==> src/rtl/tea_cipher_engine.sv <==
// Iterative TEA encrypt/decrypt engine: ROUNDS/UNROLL clocks from accept to out_valid_o, result held until out_ready_i.
// Optional CBC chaining is enabled with `define TEA_CBC_EN; the default build is ECB only.
module tea_cipher_engine #(
  parameter int          ROUNDS = 32,
  parameter int          UNROLL = 1,
  parameter logic [31:0] DELTA  = 32'h9E3779B9
) (
  input  logic          wb_clk_i,
  input  logic          wb_rst_i,
  input  logic          in_valid_i,
  output logic          in_ready_o,
  input  logic          mode_i,
  input  logic [127:0]  key_i,
  input  logic [63:0]   block_i,
  input  logic [63:0]   iv_i,
  input  logic          iv_load_i,
  input  logic          chain_i,
  output logic          out_valid_o,
  input  logic          out_ready_i,
  output logic [63:0]   block_o,
  output logic          busy_o,
  output logic          int_o
);

  if ((UNROLL < 1) || (ROUNDS < 1) || ((ROUNDS % UNROLL) != 0)) begin : g_param_err
    $error("tea_cipher_engine: UNROLL must be >=1 and divide ROUNDS (>=1)");
  end

  localparam int          CW       = $clog2(ROUNDS + 1);
  localparam logic [63:0] SUM_PROD = {32'd0, DELTA} * 64'(ROUNDS);
  localparam logic [31:0] SUM_DEC  = SUM_PROD[31:0];

  typedef enum logic [1:0] {IDLE, CALC, DONE} state_t;

  state_t         state;
  logic [31:0]    v0_q, v1_q, sum_q;
  logic [127:0]   key_q;
  logic           mode_q;
  logic [CW-1:0]  cnt_q;
  logic [CW-1:0]  cnt_nxt;
  logic           last;
  logic [31:0]    c0, c1, cs;
  logic [31:0]    k0, k1, k2, k3;
  logic [63:0]    blk_in;
  logic [63:0]    result;

  assign k0 = key_q[127:96];
  assign k1 = key_q[95:64];
  assign k2 = key_q[63:32];
  assign k3 = key_q[31:0];

  assign cnt_nxt = cnt_q + CW'(UNROLL);
  assign last    = (cnt_nxt == CW'(ROUNDS));

  always_comb begin
    c0 = v0_q;
    c1 = v1_q;
    cs = sum_q;
    for (int i = 0; i < UNROLL; i++) begin
      if (!mode_q) begin
        cs = cs + DELTA;
        c0 = c0 + (((c1 << 4) + k0) ^ (c1 + cs) ^ ((c1 >> 5) + k1));
        c1 = c1 + (((c0 << 4) + k2) ^ (c0 + cs) ^ ((c0 >> 5) + k3));
      end else begin
        c1 = c1 - (((c0 << 4) + k2) ^ (c0 + cs) ^ ((c0 >> 5) + k3));
        c0 = c0 - (((c1 << 4) + k0) ^ (c1 + cs) ^ ((c1 >> 5) + k1));
        cs = cs - DELTA;
      end
    end
  end

`ifdef TEA_CBC_EN
  logic [63:0] chain_q, cbc_xor_q, cbc_next_q, chain_cur;
  logic        cbc_on_q;

  // An iv_load on the accept edge takes precedence over the stored chain value.
  assign chain_cur = iv_load_i ? iv_i : chain_q;
  assign blk_in    = (chain_i && !mode_i) ? (block_i ^ chain_cur) : block_i;
  assign result    = (cbc_on_q && mode_q) ? ({c0, c1} ^ cbc_xor_q) : {c0, c1};

  always_ff @(posedge wb_clk_i) begin
    if (wb_rst_i) begin
      chain_q    <= 64'd0;
      cbc_xor_q  <= 64'd0;
      cbc_next_q <= 64'd0;
      cbc_on_q   <= 1'b0;
    end else if (state == IDLE) begin
      if (iv_load_i) chain_q <= iv_i;
      if (in_valid_i) begin
        cbc_on_q   <= chain_i;
        cbc_xor_q  <= chain_cur;
        cbc_next_q <= block_i;
      end
    end else if ((state == CALC) && last && cbc_on_q) begin
      chain_q <= mode_q ? cbc_next_q : result;
    end
  end
`else
  logic unused_cbc;
  assign unused_cbc = ^{iv_i, iv_load_i, chain_i};
  assign blk_in     = block_i;
  assign result     = {c0, c1};
`endif

  always_ff @(posedge wb_clk_i) begin
    if (wb_rst_i) begin
      state       <= IDLE;
      in_ready_o  <= 1'b1;
      out_valid_o <= 1'b0;
      busy_o      <= 1'b0;
      int_o       <= 1'b0;
      block_o     <= 64'd0;
      v0_q        <= 32'd0;
      v1_q        <= 32'd0;
      sum_q       <= 32'd0;
      key_q       <= 128'd0;
      mode_q      <= 1'b0;
      cnt_q       <= '0;
    end else begin
      int_o <= 1'b0;
      case (state)
        IDLE: begin
          if (in_valid_i) begin
            key_q      <= key_i;
            mode_q     <= mode_i;
            v0_q       <= blk_in[63:32];
            v1_q       <= blk_in[31:0];
            sum_q      <= mode_i ? SUM_DEC : 32'd0;
            cnt_q      <= '0;
            in_ready_o <= 1'b0;
            busy_o     <= 1'b1;
            state      <= CALC;
          end
        end
        CALC: begin
          v0_q  <= c0;
          v1_q  <= c1;
          sum_q <= cs;
          cnt_q <= cnt_nxt;
          if (last) begin
            block_o     <= result;
            out_valid_o <= 1'b1;
            int_o       <= 1'b1;
            state       <= DONE;
          end
        end
        DONE: begin
          // in_ready_o only rises after the handshake edge, so no same-cycle restart.
          if (out_ready_i) begin
            out_valid_o <= 1'b0;
            busy_o      <= 1'b0;
            in_ready_o  <= 1'b1;
            state       <= IDLE;
          end
        end
        default: state <= IDLE;
      endcase
    end
  end

endmodule
==> config.mk <==
export PLATFORM = sky130hd
export DESIGN_NAME = tea_cipher_engine
export DESIGN_NICKNAME = d
export VERILOG_FILES = /design/src/rtl/tea_cipher_engine.sv
export SDC_FILE = /design/constraint.sdc
export NUM_CORES = 2
export LEC_CHECK = 0
export ABC_AREA = 1
export CAP_MARGIN = 20
export CORE_ASPECT_RATIO = 1.2
export CORE_MARGIN = 5
export CORE_UTILIZATION = 61
export DETAILED_ROUTE_END_ITERATION = 7
export PLACE_DENSITY = 0.86
export SLEW_MARGIN = 40
export SYNTH_ARGS = -nofsm -noshare
export SYNTH_HDL_FRONTEND = slang
export SYNTH_SLANG_ARGS = --single-unit
==> constraint.sdc <==
create_clock -name wb_clk_i -period 10.4 [get_ports wb_clk_i]
set_clock_uncertainty 0.15 [all_clocks]
set_input_delay 2.08 -clock wb_clk_i [delete_from_list [all_inputs] [get_ports wb_clk_i]]
set_output_delay 2.08 -clock wb_clk_i [all_outputs]
set_load 0.005 [all_outputs]
Word-level counts from Yosys, hierarchy flattened

Index checks and enable logic that the tools add are counted.

Add/subtract/negate cells: 19
Multipliers: 0
Divide/modulo/power cells: 0
Order comparisons: 0
Equality and inequality tests: 6
Shifts and indexed selects: 0
Muxes and demuxes: 25
Bitwise operators: 9
Reduce and logical (&&, ||, !) cells: 11

Operator list:

| kind                                                | count |
|---|---|
| adder 32 bit                                        | 10 |
| bitwise XOR 32 bit                                  | 8 |
| two-way mux 32 bit                                  | 7 |
| one-hot mux 32 bit (2 select lines)                 | 3 |
| adder 27 x 32 -> 32 bit                             | 4 |
| subtractor 32 bit                                   | 2 |
| adder 32 bit, second input constant                 | 1 |
| subtractor 32 bit, second input constant            | 1 |
| one-hot mux 6 bit (2 select lines)                  | 1 |
| AND reduction 3 bit                                 | 3 |
| adder 6 x 1 -> 6 bit, second input constant         | 1 |
| equality test 6 bit, second input constant          | 1 |
| two-way mux 1 bit                                   | 6 |
| two-way mux 2 bit                                   | 3 |
| two-way mux 6 bit                                   | 1 |
| inequality test 2 bit, second input constant        | 3 |
| one-hot mux 1 bit (2 select lines)                  | 3 |
| one-hot mux 2 bit (3 select lines)                  | 1 |
| AND reduction 2 bit                                 | 3 |
| nonzero test 2 bit                                  | 3 |
| equality test 2 x 1 -> 1 bit, second input constant | 1 |
| equality test 2 bit, second input constant          | 1 |
| logical NOT 2 bit                                   | 1 |
| OR reduction 2 bit                                  | 1 |
| inverter 1 bit                                      | 1 |

Register bits: 301
Latch bits: 0
RAM bits: 0
Bits in read-only memories: 0
Bits of input ports: 263
Output and inout port bits: 68
Word-level logic and storage cells: 82
Memories: 0

Longest topological paths before layout

Depth after elaboration: 11
Mapped depth: 64
Mapped depth without buffers: 64

Worst setup path before layout

Ideal clock, no wire load.

Path kind: register to register
Start: register sum_q[1]
End: register block_o[29]
Setup time: 0.116 ns
Data arrival time: 7.300 ns
Required time: 10.134 ns
Setup slack: 2.834 ns
Stages on the path, launching flop included: 57
Path buffers: 0
Clock period less this slack: 7.566 ns
Path through: dfxtp_1 -> ha_1 -> nand2_1 -> nand2_1 -> nor2_1 -> nor2_1 -> inv_1 -> nand2_1 -> nand2_1 -> nor2_2 -> inv_2 -> nand3_2 -> nor2_1 -> nand2_1 -> nand2_2 -> nand3_1 -> nand2_2 -> nand2_2 -> (+21 left out) -> nand2_1 -> ha_1 -> a21oi_1 -> o211ai_1 -> a31oi_1 -> xor2_1 -> xor2_1 -> ha_1 -> a21o_1 -> a31oi_1 -> o31ai_1 -> a21oi_1 -> a21oi_1 -> nand3b_1 -> nand2_1 -> nand2_1 -> o211ai_1 -> inv_1

Word-level cells in the longest chain between the ends: 10
Elaborated cells on any way between the ends: 16
Classes of those cells: add/sub (9); mux (1); bitwise (6)

RTL lines:

| element                         | line | text |
|---|---|---|
| from (decl)                     | 36   | `logic [31:0] v0_q, v1_q, sum_q;` |
| from (signal assigned)          | 128  | `sum_q <= mode_i ? SUM_DEC : 32'd0;` |
| from (signal assigned)          | 138  | `sum_q <= cs;` |
| adder 32 bit                    | 61   | `cs = cs + DELTA;` |
| adder 32 bit                    | 62   | `c0 = c0 + (((c1 << 4) + k0) ^ (c1 + cs) ^ ((c1 >> 5) + k1));` |
| bitwise XOR 32 bit (2 in a row) | 62   |  |
| adder 32 bit                    | 62   |  |
| adder 32 bit                    | 63   | `c1 = c1 + (((c0 << 4) + k2) ^ (c0 + cs) ^ ((c0 >> 5) + k3));` |
| bitwise XOR 32 bit (2 in a row) | 63   |  |
| adder 32 bit                    | 63   |  |
| two-way mux 32 bit (*)          | 60   | `if (!mode_q) begin` |
| to (signal assigned)            | 141  | `block_o <= result;` |
| to (decl)                       | 20   | `output logic [63:0] block_o,` |

Mark *: on every way between the ends. The rest lies on a longest branch, timed or not.
A chain may end at the register's enable or synchronous reset.

Worst setup path in the final report

Start: register v0_q[5]
End: register v0_q[31]

Word-level cells in the longest chain between the ends: 10
Elaborated cells on any way between the ends: 15
Classes of those cells: add/sub (9); mux (2); bitwise (4)

RTL lines:

| element                                 | line | text |
|---|---|---|
| from (decl)                             | 36   |  |
| from (signal assigned)                  | 126  | `v0_q <= blk_in[63:32];` |
| adder 32 bit                            | 65   | `c1 = c1 - (((c0 << 4) + k2) ^ (c0 + cs) ^ ((c0 >> 5) + k3));` |
| bitwise XOR 32 bit (2 in a row)         | 65   |  |
| subtractor 32 bit                       | 65   |  |
| adder 32 bit                            | 66   | `c0 = c0 - (((c1 << 4) + k0) ^ (c1 + cs) ^ ((c1 >> 5) + k1));` |
| bitwise XOR 32 bit (2 in a row)         | 66   |  |
| subtractor 32 bit                       | 66   |  |
| two-way mux 32 bit (*)                  | 60   |  |
| one-hot mux 32 bit (2 select lines) (*) | 121  | `case (state)` |

Marked as above.

==> impl_results.md <==
- Outcome: finished clean
- Commonest cells post-synth: nand2_1 (1148), nor2_1 (589), a21oi_1 (564), inv_1 (538), ha_1 (484)
- Worst-path clk slew: 0.07 ns
- Total track usage: 43.3%
- DR vias: 40900
- Number of global-route vias before repair: 38100
- Remaining global-route overflow: 0
- Crit path arrival time: 10.26 ns
- Ys flop type: dfxtp_1
- Num rows: 100
- Routed WL: 154000 µm
- Final nets: 6688
- Initial Utilization: 61.5%
- Met2 wire len: 65000 µm
- Min-delay worst type: reg -> reg
- Final non-filler cell total: 6768
- Drt pass-1 iters: 6
- Compound-cell area share of the yosys netlist: 21.5%
- Synthesis Warnings: 0
- Placed cell count: 6703
- R2R Path End: v0_q[31]$_SDFFE_PP0P_
- Critical Path End Type: flip-flop
- Pin count of the biggest net entering global routing: 100
- Max H-tree Level: 2
- Leading area contributor after synthesis: ha_1
- Post-synthesis instance area: 0.0381 mm²
- Least-Margin Pin Slew: 0.997 ns
- RSZ-0062 raised after global routing: no
- Critical Path RT: 10.76 ns
- # diodes: 0
- Synth top area share: 15.9%
- Maxcap violations: 0
- IO Count: 331
- Slowest CP cell: o21ai_0
- Highest Signal Layer: met4
- Synth Area in XOR/XNOR: 15.9%
- I/O Buffers: 264
- Placeable Area: 0.0619 mm²
- DR iter-0 viols: 4096
- Reg2Reg Setup Slack: 0.50 ns
- Yosys cell types: 72
- Post-synthesis simple-gate area fraction: 22.9%
- Footprint of the multi-input gates: 0.0294 mm²
- Tcrit/Tclk final: 95.2%
- Top cells by area, synth: ha_1 (16%), dfxtp_1 (16%), nand2_1 (11%)
- Die X: 238 µm
- Die Y: 284 µm
- Total CTS buffers: 36
- End point of the critical path: v0_q[31]$_SDFFE_PP0P_
- CTS root buf: clkbuf_16
- Drt wl/cell: 22.7 µm
- Max Slew Vio Count: 0
- Post-synthesis adder-cell area fraction: 16.7%
- Mux cell area share after synthesis: 0.0263%
- Die area: 0.0675 mm²
- Final setup TNS: 0 ns
- Syn_area_per_cell: 6.70 µm²
- Fillers: 5461
- First-pass GRT wire length: 227000 µm
- Detail Route Antenna Nets: 0
- FF+latch count, synth: 301
- Post-synth EDFFs: 0
- Final min period: 9.90 ns
- F_max: 0.101 GHz
- Dpl hpwl: 125000 µm
- Setup CP Type: reg -> reg
- Syn nets: 6448
- Initial antenna violation count: 4
- Clk Latency, worst-skew pair: 0.58 ns
- Largest family of logic cells by synthesized area: simple AND/OR/NAND/NOR gates
- Worst-path fanout max: 6
- Reg2Reg Depth: 45
- Count leader, synth: nand2_1
- Final Hold Viols: 0
- Slew Limit Headroom: 32.8%
- CTS tree: built
- Max incr delay on CP: 0.56 ns
- Layout area overhead: 12.9%
- Worst flop-to-flop path startpoint: v0_q[5]$_SDFFE_PP0P_
- Post-Syn Instances: 5685
- GP Congestion: 1.04
- Register area: 0.00603 mm²
- Clock Path Buffers: 3
- # Post-CTS Setup Buffers: 0
- Seq/Total Area, Yosys: 15.8%
- # clock sinks: 301
- DR DRC count: 0
- Via density per instance: 6.04
- Worst setup path start: v0_q[5]$_SDFFE_PP0P_
- Endpoints failing setup: 0
- Met3 Wirelength: 13000 µm
- Layout cells sized above 1: 5.71%
- Startpoint types: flip-flop
- Wire length on met1: 58000 µm
- Ys async rst share: 0%
[worst max-delay path, delay by kind of cell (launching register included)]
family | cells | cell delay (ns)
AOI/OAI and AO/OA | 11 | 2.57
and+or+nand+nor | 16 | 2.32
xor gates and xnor gates | 8 | 2.16
adders and majority gates | 5 | 1.75
buffers and inverters | 5 | 0.44
DFF | 1 | 0.43
[sequential cells by signal, indices dropped and copies added, names as in the netlist]
name         count
sum_q           32
state            2
out_valid_o      1
v1_q            32
busy_o           1
in_ready_o       1
cnt_q            6
key_q          128
v0_q            32
int_o            1
block_o         64
mode_q           1
[cells in the final DEF (no fill, tap or decap), types with 38 or more instances in the layout]
cell type        instances
o21ai_0                376
clkdlybuf4s50_1        263
a21oi_1                564
nand3_1                180
nor2_1                 586
dfxtp_1                298
buf_4                   72
a31oi_1                 98
xnor2_1                249
inv_1                  536
o21ai_2                 38
o211ai_1                44
o21ai_1                 50
nand2_1               1146
nand4_1                 42
ha_1                   484
xor2_1                 427
[per-layer routing]
layer,track usage [%],vias up
met5,0,-
met1,52.2,18500
li1,-,19600
met2,66.6,2137
met4,37.9,0
met3,6.39,599
[what timing repair did]
item,4_1_cts,5_1_grt
endpoints found under the setup margin,0,12
hold buffers,0,0
gates resized for setup,0,14
[how the worst min path moves through the flow]
stage	start	end	slack, ns	depth (start not counted)
2_1_floorplan	in_ready_o$_SDFFE_PP1P_	in_ready_o$_SDFFE_PP1P_	0.30	2
3_3_place_gp	in_ready_o$_SDFFE_PP1P_	in_ready_o$_SDFFE_PP1P_	0.29	2
5_1_grt	block_o[5]$_SDFFE_PP0P_	block_o[5]$_SDFFE_PP0P_	0.34	2
4_1_cts	busy_o$_SDFFE_PP0P_	busy_o$_SDFFE_PP0P_	0.32	2
3_5_place_dp	busy_o$_SDFFE_PP0P_	busy_o$_SDFFE_PP0P_	0.31	2
6_report	busy_o$_SDFFE_PP0P_	busy_o$_SDFFE_PP0P_	0.32	2
[stage by stage]
stage                     utilization (%)  area [µm²]  hold WS [ns]  setup WS [ns]
after floorplan                         -       38100         0.303           2.83
after global placement               67.4       41700         0.288          0.689
after detailed placement             67.4       41700         0.310          0.464
after CTS                            69.3       42900         0.322          0.406
after global routing                 69.4       43000         0.344         0.0199
final                                69.4       43000         0.321          0.502
[final cells by class]
cell class | instances | area share [%]
well taps | 816 | 2.37
clock buffers | 50 | 2.45
clock inverters | 15 | 0.352
repair buffers | 337 | 7.43
inverters | 556 | 4.87
flip-flops and latches | 301 | 14.0
multi-input cells | 4693 | 68.5
[kinds of logic after synthesis]
kind of cell | after synthesis
AO/OA/AOI/OAI | 1403
multiplexers | 1
flip-flops | 301
adder cells (fa/ha/maj) | 500
buffers and inverters | 691
AND/OR/NAND/NOR | 2105
XOR/XNOR | 684
Power is not shown: default switching activity piles up to over one toggle a cycle in this logic, so the estimate is an artifact.
